File: src/rtl/client_limit_arbiter.sv
// Round-robin arbiter serialising CPU limit updates and exchange orders onto a shared per-client risk table.
// Orders are accepted only while the client's running total stays within its configured maximum.
module client_limit_arbiter #(
  parameter int NCLIENT = 32,
  parameter int AW      = 32
) (
  input  logic          clk,
  input  logic          rst,
  input  logic          cpu_go,
  input  logic          cpu_new_max,
  input  logic [4:0]    cpu_client_id,
  input  logic [AW-1:0] cpu_amount,
  input  logic          exchange_go,
  input  logic [4:0]    exchange_client_id,
  input  logic [AW-1:0] exchange_amount,
  output logic [AW-1:0] accumulated_orders,
  output logic [AW-1:0] cancelled_orders,
  output logic          order_done,
  output logic          order_accept,
  output logic          busy,
  output logic          cpu_drop,
  output logic          exch_drop
);

  typedef enum logic [1:0] {IDLE, RD, WR} state_t;
  state_t state, state_nxt;

  logic [AW-1:0] max_tab [NCLIENT];
  logic [AW-1:0] acc_tab [NCLIENT];

  logic          cpu_vld, cpu_nm;
  logic [4:0]    cpu_id;
  logic [AW-1:0] cpu_amt;
  logic          ex_vld;
  logic [4:0]    ex_id;
  logic [AW-1:0] ex_amt;

  logic          last_cpu;   // 1 = CPU won the most recent tie
  logic          op_cpu, op_nm;
  logic [4:0]    op_id;
  logic [AW-1:0] op_amt;
  logic [AW-1:0] rd_max, rd_acc;

  logic          grant_cpu, grant_ex;
  logic [AW:0]   sum;
  logic          fits;

  assign grant_cpu = (state == IDLE) && cpu_vld && (!ex_vld || !last_cpu);
  assign grant_ex  = (state == IDLE) && ex_vld && !grant_cpu;
  assign sum       = {1'b0, rd_acc} + {1'b0, op_amt};
  assign fits      = !sum[AW] && (sum[AW-1:0] <= rd_max);
  assign busy      = (state != IDLE) || cpu_vld || ex_vld;

  always_ff @(posedge clk) begin
    if (rst) state <= IDLE;
    else     state <= state_nxt;
  end

  always_comb begin
    state_nxt = state;
    case (state)
      IDLE:    if (cpu_vld || ex_vld) state_nxt = RD;
      RD:      state_nxt = WR;
      WR:      state_nxt = IDLE;
      default: state_nxt = IDLE;
    endcase
  end

  // Pending slots and arbitration
  always_ff @(posedge clk) begin
    if (rst) begin
      cpu_vld   <= 1'b0;
      cpu_nm    <= 1'b0;
      cpu_id    <= '0;
      cpu_amt   <= '0;
      ex_vld    <= 1'b0;
      ex_id     <= '0;
      ex_amt    <= '0;
      cpu_drop  <= 1'b0;
      exch_drop <= 1'b0;
      last_cpu  <= 1'b0;
      op_cpu    <= 1'b0;
      op_nm     <= 1'b0;
      op_id     <= '0;
      op_amt    <= '0;
    end else begin
      if (grant_cpu) cpu_vld <= 1'b0;
      if (grant_ex)  ex_vld  <= 1'b0;
      if (cpu_go) begin
        if (!cpu_vld || grant_cpu) begin
          cpu_vld <= 1'b1;
          cpu_nm  <= cpu_new_max;
          cpu_id  <= cpu_client_id;
          cpu_amt <= cpu_amount;
        end else begin
          cpu_drop <= 1'b1;
        end
      end
      if (exchange_go) begin
        if (!ex_vld || grant_ex) begin
          ex_vld <= 1'b1;
          ex_id  <= exchange_client_id;
          ex_amt <= exchange_amount;
        end else begin
          exch_drop <= 1'b1;
        end
      end
      if ((state == IDLE) && cpu_vld && ex_vld) last_cpu <= grant_cpu;
      if (grant_cpu) begin
        op_cpu <= 1'b1;
        op_nm  <= cpu_nm;
        op_id  <= cpu_id;
        op_amt <= cpu_amt;
      end else if (grant_ex) begin
        op_cpu <= 1'b0;
        op_nm  <= 1'b0;
        op_id  <= ex_id;
        op_amt <= ex_amt;
      end
    end
  end

  // Table access and order accounting
  always_ff @(posedge clk) begin
    if (rst) begin
      for (int i = 0; i < NCLIENT; i++) begin
        max_tab[i] <= '0;
        acc_tab[i] <= '0;
      end
      rd_max             <= '0;
      rd_acc             <= '0;
      accumulated_orders <= '0;
      cancelled_orders   <= '0;
      order_done         <= 1'b0;
      order_accept       <= 1'b0;
    end else begin
      order_done   <= 1'b0;
      order_accept <= 1'b0;
      if (state == RD) begin
        rd_max <= max_tab[op_id];
        rd_acc <= acc_tab[op_id];
      end
      if (state == WR) begin
        if (op_cpu) begin
          if (op_nm) max_tab[op_id] <= op_amt;
          else       acc_tab[op_id] <= '0;
        end else begin
          order_done <= 1'b1;
          if (fits) begin
            acc_tab[op_id] <= sum[AW-1:0];
            order_accept   <= 1'b1;
            if (accumulated_orders != '1) accumulated_orders <= accumulated_orders + 1'b1;
          end else begin
            if (cancelled_orders != '1) cancelled_orders <= cancelled_orders + 1'b1;
          end
        end
      end
    end
  end

endmodule

File: config.mk
export PLATFORM = sky130hd
export DESIGN_NAME = client_limit_arbiter
export DESIGN_NICKNAME = d
export VERILOG_FILES = /design/src/rtl/client_limit_arbiter.sv
export SDC_FILE = /design/constraint.sdc
export NUM_CORES = 2
export LEC_CHECK = 0
export CORE_MARGIN = 2
export CORE_UTILIZATION = 43
export CTS_CLUSTER_DIAMETER = 60
export DETAILED_ROUTE_END_ITERATION = 10
export GPL_ROUTABILITY_DRIVEN = 0
export PLACE_DENSITY = 0.62
export SLEW_MARGIN = 20
export SYNTH_ARGS = -nofsm -noshare
export SYNTH_HDL_FRONTEND = slang
export SYNTH_SLANG_ARGS = --single-unit
File: constraint.sdc
create_clock -name clk -period 9 [get_ports clk]
set_clock_uncertainty 0.15 [all_clocks]
set_input_delay 1.8 -clock clk [delete_from_list [all_inputs] [get_ports clk]]
set_output_delay 1.8 -clock clk [all_outputs]
set_load 0.05 [all_outputs]
# --- Word level (Yosys, flattened, before mapping) ---
# Memory sizes are Yosys's and may differ from the RTL's. A register that Yosys moved wholly into a read port is not among the register bits.
# Index checks and enable logic that the tools add are counted.
word_totals:
  reg_bits: 187
  latchBits: 0
  mem_bits_rw: 2048
  rom_bits: 0
  inputBits: 79
  out_inout_bits: 69
  word_cells: 105
  mem_count: 2
classes:
  add_sub_neg: 3
  n_mul: 0
  div: 0
  n_lt_le_gt_ge: 1
  eq_ne: 5
  n_shift: 0
  muxes: 40
  n_bitwise: 6
  reduce_logical: 29
mem_list:
  columns: ["memory", "words", "word_bits", "read_ports", "rd_clocked_by_memory_dff", "write_ports", "line", "text"]
  rows:
  - ["acc_tab", 32, 32, 1, 1, 32, "29", "logic [AW-1:0] acc_tab [NCLIENT];"]
  - ["max_tab", 32, 32, 1, 1, 32, "28", "logic [AW-1:0] max_tab [NCLIENT];"]
ops:
  columns: ["operator", "count"]
  rows:
  - ["32-bit two-way mux", 5]
  - ["32-bit by 1-bit adder with 32-bit output, second input constant", 2]
  - ["32-bit != test, second input constant", 2]
  - ["32-bit OR reduction", 2]
  - ["32-bit by 32-bit adder with 33-bit output", 1]
  - ["32-bit <= comparator", 1]
  - ["1-bit two-way mux", 29]
  - ["5-bit two-way mux", 4]
  - ["2-bit AND reduction", 4]
  - ["4-bit AND reduction", 2]
  - ["1-bit logical AND", 6]
  - ["1-bit logical OR", 6]
  - ["1-bit zero test", 5]
  - ["1-bit inverter", 5]
  - ["2-bit case mux with 2 select lines", 1]
  - ["2-bit nonzero test", 2]
  - ["2-bit by 1-bit equality test with 1-bit output, second input constant", 1]
  - ["2-bit equality test, second input constant", 1]
  - ["2-bit zero test", 1]
  - ["2-bit two-way mux", 1]
  - ["2-bit by 1-bit != test with 1-bit output, second input constant", 1]
  - ["2-bit OR reduction", 1]
  - ["1-bit bitwise OR", 1]

# --- Logic depth before layout (Yosys ltp) ---
logic_depth:
  word_depth: 11
  ltp_mapped: 25

# --- Worst setup path after synthesis ---
# Ideal clock, no wire load.
synth_path:
  path_type: "register to register"
  start: "reg op_amt[1]"
  end: "mem acc_tab[13][0] (enable)"
  arrival_ns: 6.147
  t_required_ns: 8.422
  setup_slack_ns: 2.275
  path_stages_with_launch: 25
  n_path_buf: 4
  cell_sequence: "dfxtp_1 -> inv_1 -> clkbuf_1 -> fa_1 -> nand2b_1 -> a211oi_1 -> nor2_1 -> o21ai_1 -> a31o_2 -> mux2_2 -> nor2_1 -> buf_2 -> inv_1 -> ha_1 -> nand4_1 -> nor3_1 -> a221o_1 -> o31ai_1 -> o211a_4 -> nand3_4 -> inv_2 -> buf_4 -> nor2_2 -> buf_2 -> o21bai_1"
synth_rtl:
  columns: ["item", "line", "text"]
  rows:
  - ["from (decl)", "41", "logic [AW-1:0] op_amt;"]
  - ["from (signal assigned)", "113", "op_amt <= cpu_amt;"]
  - ["from (signal assigned)", "118", "op_amt <= ex_amt;"]
  - ["to (decl)", "29", null]

==> results.md <==
- The HPWL after detailed placement is 200,000 um.
- The critical path data arrival time is 7.68 ns.
- In the layout the commonest cells are edfxtp_1 (2,048), nor2_1 (1,144), and2_1 (1,006).
- The largest individual stage delay along the critical path comes from the cell nand2b_2.
- Synthesis produced 7,284 cells.
- Sequential cells were found to cover 64.9% of the synthesized design area.
- The count of pins over their slew limit is 0.
- During synthesis, Yosys emitted a total of 0 warnings.
- In this run the worst path has a maximum fanout of 32.
- The synthesized area per cell is 14.1 sq um.
- For the finished layout, the period the worst path requires is 7.31 ns.
- The internal power of the cells is 0.0180 W.
- The hold violation count in the final report is 0.
- Traced cell by cell, the critical path runs through inv_1 -> buf_4 -> fa_1 -> nand2b_1 -> a211oi_1 -> nor2_1 -> o21ai_1 -> a31o_2 -> mux2_2 -> nor2_2 -> inv_1 -> ha_1 -> nand4_1 -> nor3_1 -> a221o_1 -> o31ai_1 -> o211a_4 -> a31o_2 -> nand3_2 -> nand2b_2.
- Combinational logic is responsible for 7.8% of the overall power.
- The number of nets handed over by synthesis was 7,430.
- The total track usage is 26.6%.
- The setup total negative slack is 0 ns.
- The number of gates resized after CTS was 0.
- Entering global routing, the biggest net connects 162 pins.
- The floorplan step set the die height to 492 um.
- Before antenna repair, the detailed router went through 9 iterations.
- Cells with a size suffix above 1 make up 17.9% of the layout.
- After filler insertion, the fill cell instance count of the layout stands at 20,300.
- The kind of start point of the critical path is a flip-flop.
- After detailed placement, the total cell area comes to 108,000 sq um.
- The residual antenna-violating net count after detailed routing is 0.
- The die extent in x is 492 um.
- The CTS tree is built.
- The finished cells cover 115,000 sq um.
- The clock input transition at the sequential cells of the worst setup and hold paths is 0.06 ns.
- The top-level I/O count is 148.
- The initial antenna violation count is 14.
- The total detailed-routing wirelength is 326,000 um.
- The detailed router finished its first iteration with 9,766 violations.
- The cell sitting at the root of the clock tree is a clkbuf_16.
- For this configuration, the core starts out at a cell density of 43.2%.
- The cell leakage power is 38.4 nW.
- The netlist area before placement is 103,000 sq um.
- The per-cell via count in the routed design is 6.06.
- Among all flip-flop cells after synthesis, the most frequent one is edfxtp_1.
- Setup repair after global routing left no endpoint under its margin.
- The die covers 242,000 sq um.
- Setup violations remaining at the end of the flow were counted as 0.
- The total power divided by cell area is 205 nW/um^2.
- The data required time at the worst endpoint is 9.37 ns.
- The net switching component of the power is 0.00561 W.
- The worst setup path is captured at a flip-flop.
- At the pin with the least slew margin, the transition time is 1.19 ns.
- Of all flip-flops after synthesis, the portion carrying an async set or reset was 0%.
- The sequential power share is 51.2%.
- The total overflow left after global routing is 0.
- The most critical setup path has its startpoint at op_amt[1]$_SDFFE_PP0P_.
- Across all layers, the routed design uses 64,100 vias.
- The most common library cell in the layout ignoring fill and taps is edfxtp_1.
- The tool flagged a number of max-cap violations equal to 0.
- The post-layout net count is 7,350.
- The synthesized design contains 2,299 register bits.
- For this design, the CTS-stage hold fixing added 0 buffers.
- The worst hold path begins at ex_amt[30]$_SDFFE_PP0P_.
- The number of DRC violations after detailed routing is 0.
- In this run switching power makes up 23.7% of total power.
- The proportion of power drawn by the clock network is 41.0%.
- The clock passes through at most 3 buffers.
- The largest single stage delay on the critical path is 0.98 ns.
- The via count of the first global-routing pass is 62,200.
- The unique cell type count in the Yosys netlist is 75.
- The number of core rows is 179.
- The setup path with the least slack is of type flip-flop to flip-flop.
- The path class of the tightest hold or removal check is flip-flop to flip-flop.
- The area of the placeable core is 237,000 sq um.
- Counting every sink on the clock net gives 2,299.
- The count of H-tree levels built during CTS is 4.
- The flow ran to the end, and the final reports show no timing, DRC or antenna violations.
- The worst register-to-register path has a setup slack of 1.69 ns.
- Post-CTS timing repair inserted 0 buffers for setup.
- The worst max-slew margin expressed relative to the limit is 20.0%.
- Based on the critical path, the design can be clocked at up to 0.137 GHz.
- The peak supply drop is 0.000176 V.
- Once placement completed, the tool counted placed cells totaling 10,100.
- Counting flops with a built-in enable in the synthesized netlist gives 2,048.
- The count of buffers inserted at the top-level ports is 147.
- Dividing the detail-routed wire length by the instance count gives 30.8 um.
- Counting the buffers created by CTS gives 231.
- In this run the critical register-to-register path is launched from op_amt[1]$_SDFFE_PP0P_.
- The later-pin clock latency in the skew report is 0.92 ns.
- The layout overhead on the synthesized area is 12.5%.
- The global-route wire length before repair is 463,000 um.
- The final critical-path share of the clock period is 81.2%.
- The count of cells in the finished layout, fillers not included, comes to 10,600.
-- logic make-up (layout without fill, tap and decap cells) --
kind of cell	count (synthesis)	count (layout)	share of synthesized area, %
buf+inv	762	886	3.05
flops	2299	2299	64.9
mux	624	624	13.0
other cells	0	4	0
compound gates	553	553	3.71
xor+xnor	45	45	0.384
simple gates	2934	2934	14.1
fa+ha+maj	67	67	0.825
-- metal layers --
layer | global-route usage, % | up-vias | routed length [um]
met5 | 0 | - | 35
met4 | 10.7 | 6 | 14700
met3 | 6.50 | 620 | 37700
met2 | 39.7 | 3900 | 146000
met1 | 37.5 | 33000 | 128000
li1 | - | 26600 | -
-- path summary, 6_finish.rpt --
check / end / depth (start not counted)
worst max-delay path: acc_tab[28][10]$_SDFFCE_PN0P_ / 20
worst min-delay path: ex_amt[30]$_SDFFE_PP0P_ / 2
worst max register to register: acc_tab[28][10]$_SDFFCE_PN0P_ / 20
worst min register to register: ex_amt[30]$_SDFFE_PP0P_ / 2
-- worst max-delay path, delay by kind of cell, from the launching register on --
family / cells / cell delay [ns]
simple gates: 7 / 2.32
buf+inv: 3 / 0.39
compound gates: 7 / 2.46
fa+ha+maj: 2 / 0.79
mux: 1 / 0.34
flops: 1 / 0.43
-- synthesized netlist by cell type (77+ instances only) --
master | instances | area share, %
a21oi_1 | 192 | 0.94
a22oi_1 | 95 | 0.70
and2_1 | 1006 | 6.1
buf_2 | 154 | 0.75
clkbuf_1 | 472 | 1.7
dfxtp_1 | 251 | 4.9
edfxtp_1 | 2048 | 60
inv_1 | 77 | 0.28
mux4_2 | 562 | 12
nand2_1 | 305 | 1.1
nand3_1 | 84 | 0.41
nor2_1 | 1177 | 4.3
nor3_1 | 143 | 0.70
-- power groups by stage --
| stage | clock [W] | sequential (W) | combinational, W |
|---|---|---|---|
| after CTS | 0.00974 | 0.0121 | 0.00179 |
| after global routing | 0.0101 | 0.0121 | 0.00190 |
| after global placement | 0 | 0.0123 | 0.00177 |
| after floorplan | 0 | 0.0123 | 0.00104 |
| after detailed placement | 0 | 0.0123 | 0.00179 |
| final | 0.00969 | 0.0121 | 0.00183 |
-- flip-flops by register name, summed over array words and instances (netlist names), 2 cells and up --
register and cells:
cancelled_orders 32, max_tab 1024, cpu_id 5, op_amt 32, rd_acc 32, ex_amt 32
rd_max 32, accumulated_orders 32, op_id 5, cpu_amt 32, acc_tab 1024, state 2
ex_id 5
-- layout make-up --
type                    count  area (sq um)  share of cell area [%]
repair buffers            371          3590                    3.11
diodes                      4          10.0                 0.00868
inverters                  78           293                   0.254
multi-input cells        4223         33300                    28.9
clock buffers             317          6370                    5.53
flip-flops and latches   2299         66500                    57.7
well taps                3167          3960                    3.44
clock inverters           120          1190                    1.03
-- through the flow --
stage,worst slack (ns),hold slack (ns),power (W),utilization [%]
floorplan,2.28,0.286,0.0133,-
global placement,1.84,0.294,0.0141,45.2
detailed placement,1.87,0.298,0.0141,45.3
global route,1.34,0.325,0.0242,48.6
finish,1.69,0.305,0.0236,48.6
CTS,1.81,0.306,0.0236,48.5
No activity file was read; power rests on OpenSTA's default activity.
